[src/rtl/neuron_mac.sv]
// neuron_mac: single-neuron multiply-accumulate stage behind the network controller.
//
// Stage 1 registers x_in*w_in together with the controller's index. Stage 2 is a three-state
// FSM that accumulates one vector of N_INPUTS products in strict index order, adds the bias,
// and emits a ReLU'd and saturated result.
//
// Ports:
//   i_clk      rising-edge clock
//   i_rst      asynchronous active-high reset
//   i_ld       controller strobe: i_x_in / i_w_in / i_index valid this cycle
//   i_index    element index for this ld (legal 0..N_INPUTS-1)
//   i_x_in     signed input sample
//   i_w_in     signed weight
//   i_bias     signed bias, must stay stable while o_busy is high
//   o_y_out    unsigned neuron result, held until the next result
//   o_y_valid  one-cycle pulse when o_y_out is updated
//   o_busy     high while any vector is in flight
//   o_err      one-cycle pulse when an ld is rejected
module neuron_mac #(
    parameter int N_INPUTS = 4,
    parameter int IN_W     = 8,
    parameter int ACC_W    = 24,
    parameter int OUT_W    = 8
) (
    input  logic              i_clk,
    input  logic              i_rst,
    input  logic              i_ld,
    input  logic [15:0]       i_index,
    input  logic [IN_W-1:0]   i_x_in,
    input  logic [IN_W-1:0]   i_w_in,
    input  logic [2*IN_W-1:0] i_bias,
    output logic [OUT_W-1:0]  o_y_out,
    output logic              o_y_valid,
    output logic              o_busy,
    output logic              o_err
);

    localparam int PW = 2 * IN_W;

    typedef enum logic [1:0] {StIdle, StAcc, StFinish} state_t;

    // Stage 1 registers
    logic [PW-1:0]    r_p;
    logic [15:0]      r_p_idx;
    logic             r_p_vld;

    // Stage 2 registers
    state_t           r_state;
    logic [ACC_W-1:0] r_acc;
    logic [15:0]      r_cnt;
    logic [OUT_W-1:0] r_y_out;
    logic             r_y_valid;
    logic             r_err;

    state_t           w_state_nxt;
    state_t           w_first_state;
    logic [ACC_W-1:0] w_acc_nxt;
    logic [15:0]      w_cnt_nxt;
    logic [OUT_W-1:0] w_y_out_nxt;
    logic             w_y_valid_nxt;
    logic             w_err_nxt;

    logic [PW-1:0]    w_x_ext;
    logic [PW-1:0]    w_w_ext;
    logic [PW-1:0]    w_prod;
    logic [ACC_W-1:0] w_p_ext;
    logic [ACC_W-1:0] w_bias_ext;
    logic [ACC_W-1:0] w_sum;
    logic [OUT_W-1:0] w_sat;
    logic             w_idx_zero;
    logic             w_idx_seq;
    logic             w_idx_last;

    // Sign-extending both operands to the product width makes the low PW bits of an
    // unsigned multiply equal to the exact signed product.
    assign w_x_ext = {{IN_W{i_x_in[IN_W-1]}}, i_x_in};
    assign w_w_ext = {{IN_W{i_w_in[IN_W-1]}}, i_w_in};
    assign w_prod  = w_x_ext * w_w_ext;

    assign w_p_ext    = {{(ACC_W-PW){r_p[PW-1]}}, r_p};
    assign w_bias_ext = {{(ACC_W-PW){i_bias[PW-1]}}, i_bias};
    assign w_sum      = r_acc + w_bias_ext;

    // ReLU then clamp: negative -> 0, any set bit above OUT_W -> all ones.
    always_comb begin
        if (w_sum[ACC_W-1]) begin
            w_sat = '0;
        end else if (|w_sum[ACC_W-2:OUT_W]) begin
            w_sat = '1;
        end else begin
            w_sat = w_sum[OUT_W-1:0];
        end
    end

    assign w_idx_zero    = (r_p_idx == 16'd0);
    assign w_idx_seq     = (r_p_idx == r_cnt);
    assign w_idx_last    = (r_p_idx == 16'(N_INPUTS - 1));
    // A one-element vector is complete as soon as index 0 is accepted.
    assign w_first_state = (N_INPUTS == 1) ? StFinish : StAcc;

    always_ff @(posedge i_clk or posedge i_rst) begin
        if (i_rst) begin
            r_p     <= '0;
            r_p_idx <= '0;
            r_p_vld <= 1'b0;
        end else begin
            r_p_vld <= i_ld;
            if (i_ld) begin
                r_p     <= w_prod;
                r_p_idx <= i_index;
            end
        end
    end

    always_comb begin
        w_state_nxt   = r_state;
        w_acc_nxt     = r_acc;
        w_cnt_nxt     = r_cnt;
        w_y_out_nxt   = r_y_out;
        w_y_valid_nxt = 1'b0;
        w_err_nxt     = 1'b0;
        unique case (r_state)
            StIdle: begin
                if (r_p_vld) begin
                    if (w_idx_zero) begin
                        w_acc_nxt   = w_p_ext;
                        w_cnt_nxt   = 16'd1;
                        w_state_nxt = w_first_state;
                    end else begin
                        w_err_nxt = 1'b1;
                    end
                end
            end
            StAcc: begin
                if (r_p_vld) begin
                    if (w_idx_zero) begin
                        w_acc_nxt = w_p_ext;
                        w_cnt_nxt = 16'd1;
                    end else if (w_idx_seq) begin
                        w_acc_nxt = r_acc + w_p_ext;
                        w_cnt_nxt = r_cnt + 16'd1;
                        if (w_idx_last) begin
                            w_state_nxt = StFinish;
                        end
                    end else begin
                        // Gap, repeat or out-of-range index: drop the partial sum.
                        w_err_nxt   = 1'b1;
                        w_acc_nxt   = '0;
                        w_cnt_nxt   = '0;
                        w_state_nxt = StIdle;
                    end
                end
            end
            StFinish: begin
                // Result uses the pre-edge accumulator; a new vector may start this same edge.
                w_y_out_nxt   = w_sat;
                w_y_valid_nxt = 1'b1;
                w_acc_nxt     = '0;
                w_cnt_nxt     = '0;
                w_state_nxt   = StIdle;
                if (r_p_vld) begin
                    if (w_idx_zero) begin
                        w_acc_nxt   = w_p_ext;
                        w_cnt_nxt   = 16'd1;
                        w_state_nxt = w_first_state;
                    end else begin
                        w_err_nxt = 1'b1;
                    end
                end
            end
            default: begin
                w_state_nxt = StIdle;
            end
        endcase
    end

    always_ff @(posedge i_clk or posedge i_rst) begin
        if (i_rst) begin
            r_state   <= StIdle;
            r_acc     <= '0;
            r_cnt     <= '0;
            r_y_out   <= '0;
            r_y_valid <= 1'b0;
            r_err     <= 1'b0;
        end else begin
            r_state   <= w_state_nxt;
            r_acc     <= w_acc_nxt;
            r_cnt     <= w_cnt_nxt;
            r_y_out   <= w_y_out_nxt;
            r_y_valid <= w_y_valid_nxt;
            r_err     <= w_err_nxt;
        end
    end

    assign o_y_out   = r_y_out;
    assign o_y_valid = r_y_valid;
    assign o_err     = r_err;
    assign o_busy    = (r_state != StIdle) | r_p_vld;

endmodule

[config.mk]
export PLATFORM = sky130hd
export DESIGN_NAME = neuron_mac
export DESIGN_NICKNAME = d
export VERILOG_FILES = /design/src/rtl/neuron_mac.sv
export SDC_FILE = /design/constraint.sdc
export NUM_CORES = 1
export LEC_CHECK = 0
export CORE_MARGIN = 4
export CORE_UTILIZATION = 66
export CTS_CLUSTER_DIAMETER = 200
export DETAILED_ROUTE_END_ITERATION = 12
export PLACE_DENSITY = 0.88
export REMOVE_ABC_BUFFERS = 1
export SLEW_MARGIN = 15
export SYNTH_ARGS = -nofsm -noshare
export SYNTH_HDL_FRONTEND = slang
export SYNTH_SLANG_ARGS = --single-unit
[constraint.sdc]
create_clock -name i_clk -period 10.03 [get_ports i_clk]
set_clock_uncertainty 0.2 [all_clocks]
set_input_delay 1.5045 -clock i_clk [delete_from_list [all_inputs] [get_ports i_clk]]
set_output_delay 1.5045 -clock i_clk [all_outputs]
set_load 0.02 [all_outputs]
==> results_dict.tcl <==
set metrics [dict create \
    cts_root_buf "clkbuf_16" \
    hpwl_um 15320 \
    power_density_mw_per_mm2 267.7 \
    synth_top_area_cell "dfrtp_1" \
    synth_common_cells "110 x inv_1, 85 x dfrtp_1, 80 x ha_1" \
    grt_pass1_vias 7007 \
    hold_path_class "flop to flop" \
    dp.cells 1141 \
    async_reset_ff_share_pct 100.0 \
    cts_made_buffers 9 \
    synth.distinct_cells 63 \
    syn_area_mm2 0.008497 \
    period_share_pct 63.32 \
    vias_per_cell 5.981 \
    maxCapViolCount 0 \
    synth_cells 924 \
    nFillCells 895 \
    fp.dieH_um 121.5 \
    finalNonFillerCells 1157 \
    p_leak_nw 4.418 \
    place_area_mm2 0.009285 \
    route.detailed.drc 0 \
    design_area_mm2 0.009578 \
    final_antenna_net_count 0 \
    ys_ff_latch 85 \
    min_period_ns 6.351 \
    relSlewSlack_pct 42.60 \
    crit_type "primary input to flop" \
    wl_um 19700 \
    worstPathRequired_ns 10.07 \
    rows 41 \
    worst_pin_slew_ns 0.8578 \
    critical_path.max_fanout 8 \
    cts_max_level 3 \
    port_buffers 61 \
    worst_slack_ns 3.679 \
    finalSetupViolCount 0 \
    grt_pass1_wl_um 33790 \
    coreArea_mm2 0.01262 \
    antenna_cells 0 \
    drive_gt1_share_pct 6.294 \
    drt_first_iter_violations 520 \
    cts-hold-fix-buffers 0 \
    num_io_pins 62 \
    rsz0062_at_grt "false" \
    dieArea_mm2 0.01475 \
    arrival_ns 6.39 \
    fin_tns_setup_ns 0 \
    cts.sinks 85 \
    finalNetCount 1168 \
    syn2layout_area_growth_pct 12.72 \
    cts_setup_buffers 0 \
    cts_max_path_buffers 2 \
    drv_slew 0 \
    dp_slack_ns 3.294 \
    synth_edf_count 0 \
    vdd_drop_max_uv 108.7 \
    place_congestion 0.9915 \
    worstSkewPairLatency_ns 0.36 \
    cp-endpoint "r_p[14]$_DFFE_PP0P_" \
    fmax_mhz 157.5 \
    rrSetupSlack_ns 6.26 \
    syn_avg_cell_area_um2 9.196 \
    synth_warnings 0 \
    start_util_pct 67.33 \
    post_drt_wl_per_cell_um 17.02 \
    reg2reg_to "o_y_out[5]$_DFFE_PP0P_" \
    ys.flop_type "dfrtp_1" \
    ctsResizeCount 0 \
    status "completed" \
    end_kind "flop" \
    grt_max_degree 86 \
    antenna_found_initial 0 \
    yosys-top-cells-area "dfrtp_1 25%, fa_1 13%, ha_1 12%" \
    hold_violations 0 \
    layout.area.seq_mm2 0.002127 \
    startpoint_type "primary input" \
    die_width_um 121.5 \
    r2r_start "r_acc[0]$_DFFE_PP0P_" \
    overflow 0 \
    startpoint "i_w_in[4]" \
    yosysSeqAreaShare_pct 25.03 \
    track_usage_pct 28.64 \
    drtPass1Iterations 5 \
    totalPowerFinal_mw 2.564 \
    synth_top_area_share_pct 25.03 \
    path_clk_slew_ns 0.07 \
    yosysMostFrequentCell "inv_1" \
    vias 6920 \
    multiInputGateArea_mm2 0.005881 \
    cts_tree "yes" \
    r2r_cells 12 \
]
[registers in the layout (all words and copies together), names as in the netlist]
register   count
r_acc         24
r_p_idx       16
o_y_valid      1
r_p           16
o_y_out        8
r_p_vld        1
r_cnt         16
r_state        2
o_err          1
[critical path, stage by stage]
cell,delay (ns)
clkdlybuf4s50_1,0.52
and2_1,0.24
fa_1,0.53
inv_1,0.05
fa_1,0.48
inv_1,0.06
fa_1,0.52
inv_1,0.05
fa_1,0.53
inv_1,0.04
ha_1,0.33
a21oi_1,0.22
o21bai_1,0.09
a21oi_1,0.22
o21ai_0,0.14
a211o_1,0.32
a31oi_1,0.20
xnor2_1,0.08
mux2_2,0.26
[worst min path at each step]
stage / start / end / slack, ns / cells past startpoint
detailed placement: o_y_out[1]$_DFFE_PP0P_ / o_y_out[1]$_DFFE_PP0P_ / 0.29 / 1
CTS: o_y_out[1]$_DFFE_PP0P_ / o_y_out[1]$_DFFE_PP0P_ / 0.31 / 1
finish: o_y_out[1]$_DFFE_PP0P_ / o_y_out[1]$_DFFE_PP0P_ / 0.31 / 1
global placement: o_y_out[1]$_DFFE_PP0P_ / o_y_out[1]$_DFFE_PP0P_ / 0.28 / 1
global route: o_y_out[1]$_DFFE_PP0P_ / o_y_out[1]$_DFFE_PP0P_ / 0.31 / 1
floorplan: r_acc[0]$_DFFE_PP0P_ / r_acc[0]$_DFFE_PP0P_ / 0.28 / 2
[power by group]
part	internal (mW)	switching, mW
logic	0.752	0.948
registers	0.431	0.0989
clock network	0.174	0.160
[layout by cell type (no fill, tap or decap), drive strengths merged, types with 5 or more instances in the layout]
master	n
inv	114
dfrtp	85
ha	80
nand2	68
clkdlybuf4s50	61
fa	57
xnor2	55
nor2	49
and2	47
a21oi	46
o21ai	45
mux2	28
xor2	25
a21o	19
nand3	17
a22oi	14
and3	14
o31ai	11
nand4	10
a31oi	10
nor3	10
clkbuf	9
nor4	8
nand2b	8
nor2b	7
a221o	7
a211oi	6
a221oi	6
o21a	5
o211ai	5
o21bai	5
buf	5
[metal layers]
metal | global-route usage (%) | routed length (um)
met3 | 3.730 | 988
met5 | 0 | 0
met1 | 37.52 | 8300
met4 | 12.68 | 802
met2 | 47.63 | 9606
[stage by stage]
stage,hold slack [ns],util [%]
3_5_place_dp,0.2907,73.58
4_1_cts,0.3106,75.87
6_report,0.3054,75.90
5_1_grt,0.3132,75.90
2_1_floorplan,0.2793,-
3_3_place_gp,0.2790,73.58
[logic make-up after synthesis]
family / synth area share (%)
AND/OR/NAND/NOR: 14.73
AO/OA/AOI/OAI: 16.92
adder cells (fa/ha/maj): 25.21
buffers and inverters: 5.802
flip-flops: 25.03
XOR/XNOR: 8.246
multiplexers: 4.064
[final cells by class]
cell class	instances	area share (%)
tap	172	2.247
inverter	110	4.324
clock buffer	9	2.351
timing repair buffer	66	6.806
clock inverter	7	0.6662
multi-input combinational	708	61.40
sequential	85	22.21
Power figures use the tool's default switching activity.
==> RTL change 1: new RTL, config.mk and constraints unchanged <==
Compare `r_p_idx` against `16'(N_INPUTS - 1)` with >= in place of ==.
--- a/src/rtl/neuron_mac.sv
+++ b/src/rtl/neuron_mac.sv
@@ -94,7 +94,7 @@
 
     assign w_idx_zero    = (r_p_idx == 16'd0);
     assign w_idx_seq     = (r_p_idx == r_cnt);
-    assign w_idx_last    = (r_p_idx == 16'(N_INPUTS - 1));
+    assign w_idx_last    = (r_p_idx >= 16'(N_INPUTS - 1));
     // A one-element vector is complete as soon as index 0 is accepted.
     assign w_first_state = (N_INPUTS == 1) ? StFinish : StAcc;
 
Behaviour: same outputs for any inputs over 4 cycles, from zero or initial values and one cycle with i_rst high; that may be too few to reach the edited logic, so the function may still have changed.
==> RTL change 1 against the unedited design <==
Sequential cell count stayed put. First-iteration DRC count up 4.4%. Global-route usage is 2.1 points lower. Worst setup slack worse by 0.14 ns. Routed wire length fell by 3.9%. Area after synthesis up 3.5%. Worst hold slack gained 0.022 ns. Die area up 3.3%. Total power is 7.3% higher. Count of clock-buffer cells in the layout is 1 higher. Design area rose by 2.5%. Via count rose by 5.7%. Sequential share of layout area decreased by 0.54 points.
==> RTL change 1: results (changes against the unedited design) <==
Outcome: completed
Final WL: 18900 um (-3.9%)
Worst Path Max Fanout: 9 (+1)
Filler Cell Count: 915 (+2.2%)
Net Switching: 1290 uW (+6.7%)
M1 GR Usage: 0.360 (-0.0147)
Main area contributors after synthesis: dfrtp_1, fa_1, ha_1, inv_1, xnor2_1
Largest net degree at the start of global routing: 60 (-30%)
Layout cells sized above 1: 0.0749 (+0.0120)
Distinct cell type count of the synthesized netlist: 73 (+16%)
Reg2Reg Setup Slack: 6.58 ns (+0.32 ns)
Global-route wire length before repair: 32800 um (-2.9%)
GPL Wtd Cong: 0.938 (-5.4%)
Crit path DAT: 6.53 ns (+0.14 ns)
Final #Nets: 1224 (+4.8%)
DR iter-0 viols: 543 (+4.4%)
Clock latency at the later pin of the worst-skew pair: 0.34 ns (-0.02 ns)
#MultiIn Comb: 761 (+7.5%)
Placed cell area: 9540 sq um (+2.7%)
Hold WS: 0.327 ns (+0.0218 ns)
Post-Synth XOR/XNOR Area: 0.0588 (-0.0237)
Cell count after synthesis: 982 (+6.3%)
Worst flop-to-flop path endpoint: o_y_out[2]$_DFFE_PP0P_
LEAKAGE: 0.00452 uW (+2.3%)
Complex-gate fraction of the synthesized area: 0.168 (-0.00115)
Core Area: 12800 sq um (+1.6%)
Crit path largest cell delay: 0.66 ns (+0.13 ns)
# clk buffers: 10 (+1)
Data buffer area share: 0.0660 (-0.00202)
RTL change 1: worst max-delay path, delay by kind of cell:
kind / cells / cell delay [ns]
AND/OR/NAND/NOR: 2 / 0.47
AO/OA/AOI/OAI: 7 / 1.30
buffers and inverters: 4 / 0.81
adder cells (fa/ha/maj): 5 / 2.45
RTL change 1: power groups by stage:
stage | combinational (uW) | clock [uW] | sequential [uW]
detailed placement | 1870 | 0 | 538
finish | 1900 | 314 | 537
global route | 2150 | 331 | 549
global placement | 1810 | 0 | 534
floorplan | 1520 | 0 | 505
CTS | 1890 | 319 | 534
RTL change 1: per-layer routing:
layer | vias to the layer above | routed length [um] | share of wire
li1 | 3532 | - | -
met1 | 3553 | 8540 | 0.45
met2 | 211 | 9190 | 0.49
met3 | 21 | 941 | 0.050
met4 | 0 | 252 | 0.013
met5 | - | 0 | 0
==> RTL change 2: new RTL, same flow settings <==
Without the edit above. `IN_W`: 8 -> 7.
--- a/src/rtl/neuron_mac.sv
+++ b/src/rtl/neuron_mac.sv
@@ -18,7 +18,7 @@
 //   o_err      one-cycle pulse when an ld is rejected
 module neuron_mac #(
     parameter int N_INPUTS = 4,
-    parameter int IN_W     = 8,
+    parameter int IN_W     = 7,
     parameter int ACC_W    = 24,
     parameter int OUT_W    = 8
 ) (
Interface: changed (resized i_bias, i_w_in and i_x_in); port bits go from 62 to 58. No check against the original RTL was run, so the function may have changed too.
==> RTL change 2 against the unedited design <==
Area after synthesis shrank 3.1%. Routed wire length decreased by 7.3%. Total power grew 1.3%. Worst setup slack improved by 0.36 ns. Largest power group unchanged. Sequential cell count shrank 2. Critical path type unchanged. Synthesized cell count grew 1.7%. Count of clock-buffer cells in the layout unchanged. Design area fell by 3.4%. Clock power grew 6.9%.
==> RTL change 2: results (changes against the unedited design) <==
Final #Nets: 1157 (-0.94%)
Synth warn: 0 (unchanged)
Placed cell area: 8940 sq um (-3.7%)
Global-route wire length before repair: 31600 um (-6.6%)
Synth async-reset ratio: 1.00 (unchanged)
Main area contributors after synthesis: dfrtp_1, ha_1, fa_1, xnor2_1, inv_1
VDD IR max: 0.000165 V (+52%)
CTS Root Cell: clkbuf_16
Outcome: completed
DP Cell Count: 1147 (+0.53%)
Drt wl/cell: 15.7 um (-7.8%)
Worst hold path class: flip-flop to flip-flop
Reg clk slew, reported paths: 0.07 ns (about the same)
Distinct cell type count of the synthesized netlist: 77 (+22%)
GPL Wtd Cong: 0.989 (-0.27%)
Cell count after synthesis: 940 (+1.7%)
Max H-tree Level: 3 (unchanged)
TritonCTS buffer count: 9 (unchanged)
Worst-case clock buffer depth: 2 (unchanged)
Vias in the first global route: 6884 (-1.8%)
Largest net degree at the start of global routing: 84 (-2.3%)
Clock latency at the later pin of the worst-skew pair: 0.36 ns (about the same)
Post-synthesis sequential area ratio: 0.252 (+0.00203)
Crit path DAT: 6.03 ns (-0.36 ns)
Worst slew pin tran: 1.05 ns (+0.196 ns)
Post-DP HPWL: 13900 um (-9.3%)
Ys flop type: dfrtp_1
Number of antenna diodes: 0 (unchanged)
LEAKAGE: 0.00418 uW (-5.3%)
Drt first pass iters: 5 (unchanged)
DR iter-0 viols: 557 (+7.1%)
Post-synth top cells: inv_1, dfrtp_1, nand2_1
Worst Path Max Fanout: 7 (-1)
Final WL: 18300 um (-7.3%)
IO buf count: 57 (-6.6%)
Setup Buffers After CTS: 0 (unchanged)
Routed vias: 7015 (+1.4%)
Global-route usage over all layers: 0.267 (-0.0195)
Initial antenna violation count: 0 (unchanged)
Layout cells sized above 1: 0.0663 (+0.00339)
Resize count post-CTS: 0 (unchanged)
Regs by FF count: r_acc: 24 flops, r_cnt: 16 flops, r_p_idx: 16 flops
-- RTL change 2: stage by stage --
| stage | setup slack (ns) | power, uW | hold slack, ns |
|---|---|---|---|
| floorplan | 4.40 | 1860 | 0.271 |
| global placement | 3.72 | 2150 | 0.270 |
| detailed placement | 3.66 | 2210 | 0.272 |
| CTS | 4.03 | 2590 | 0.291 |
| global route | 3.72 | 2850 | 0.302 |
| finish | 4.04 | 2600 | 0.284 |
-- RTL change 2: cell families after synthesis --
group,Yosys count,synth area share
and+or+nand+nor,296,0.185
muxes,27,0.0366
xor gates and xnor gates,52,0.0553
adders and majority gates,120,0.220
AOI/OAI and AO/OA,248,0.196
DFF,83,0.252
buffers and inverters,114,0.0544
-- RTL change 2: where the power goes --
part	total, uW	switching [uW]	internal (uW)
logic	1720	979	740
clock network	357	157	200
registers	522	97.0	425
total	2600	1230	1370
-- RTL change 2: layout make-up --
cell class                 instances  area, sq um
timing repair buffer              60          593
multi-input combinational        743         5710
inverter                          93          350
clock inverter                     7         90.1
sequential                        83         2080
fill                             896         2860
clock buffer                       9          225
tap                              168          210
-- RTL change 2: routing by layer --
layer / part of all wire / GRT usage / wire length (um)
met5: 0 / 0 / 0
met4: 0.022 / 0.0809 / 393
met3: 0.055 / 0.0448 / 997
met2: 0.49 / 0.459 / 9020
met1: 0.43 / 0.346 / 7850
-- RTL change 2: final timing paths --
path,start,end,slack [ns],cells after the start
worst min-delay path,o_y_out[4]$_DFFE_PP0P_,o_y_out[4]$_DFFE_PP0P_,0.28,1
min in group asynchronous,i_rst,r_p_idx[10]$_DFFE_PP0P_,1.57,3
worst max register to register,r_p_idx[1]$_DFFE_PP0P_,r_cnt[15]$_DFFE_PP0P_,6.38,8
worst max-delay path,i_w_in[3],r_p[11]$_DFFE_PP0P_,4.04,18
worst min register to register,o_y_out[4]$_DFFE_PP0P_,o_y_out[4]$_DFFE_PP0P_,0.28,1
max in group asynchronous,i_rst,r_p[5]$_DFFE_PP0P_,7.34,3
-- RTL change 2: critical path, cell delays in order --
cell and delay, ns:
clkdlybuf4s50_1 0.52, and2_1 0.21, fa_1 0.54, inv_1 0.05, fa_1 0.48, inv_1 0.06, fa_1 0.53, inv_1 0.05
fa_1 0.53, inv_1 0.04, ha_1 0.32, a21oi_1 0.21, o21bai_1 0.09, a21oi_1 0.22, o21bai_1 0.09, a21o_1 0.20
xor2_1 0.14, mux2_2 0.26
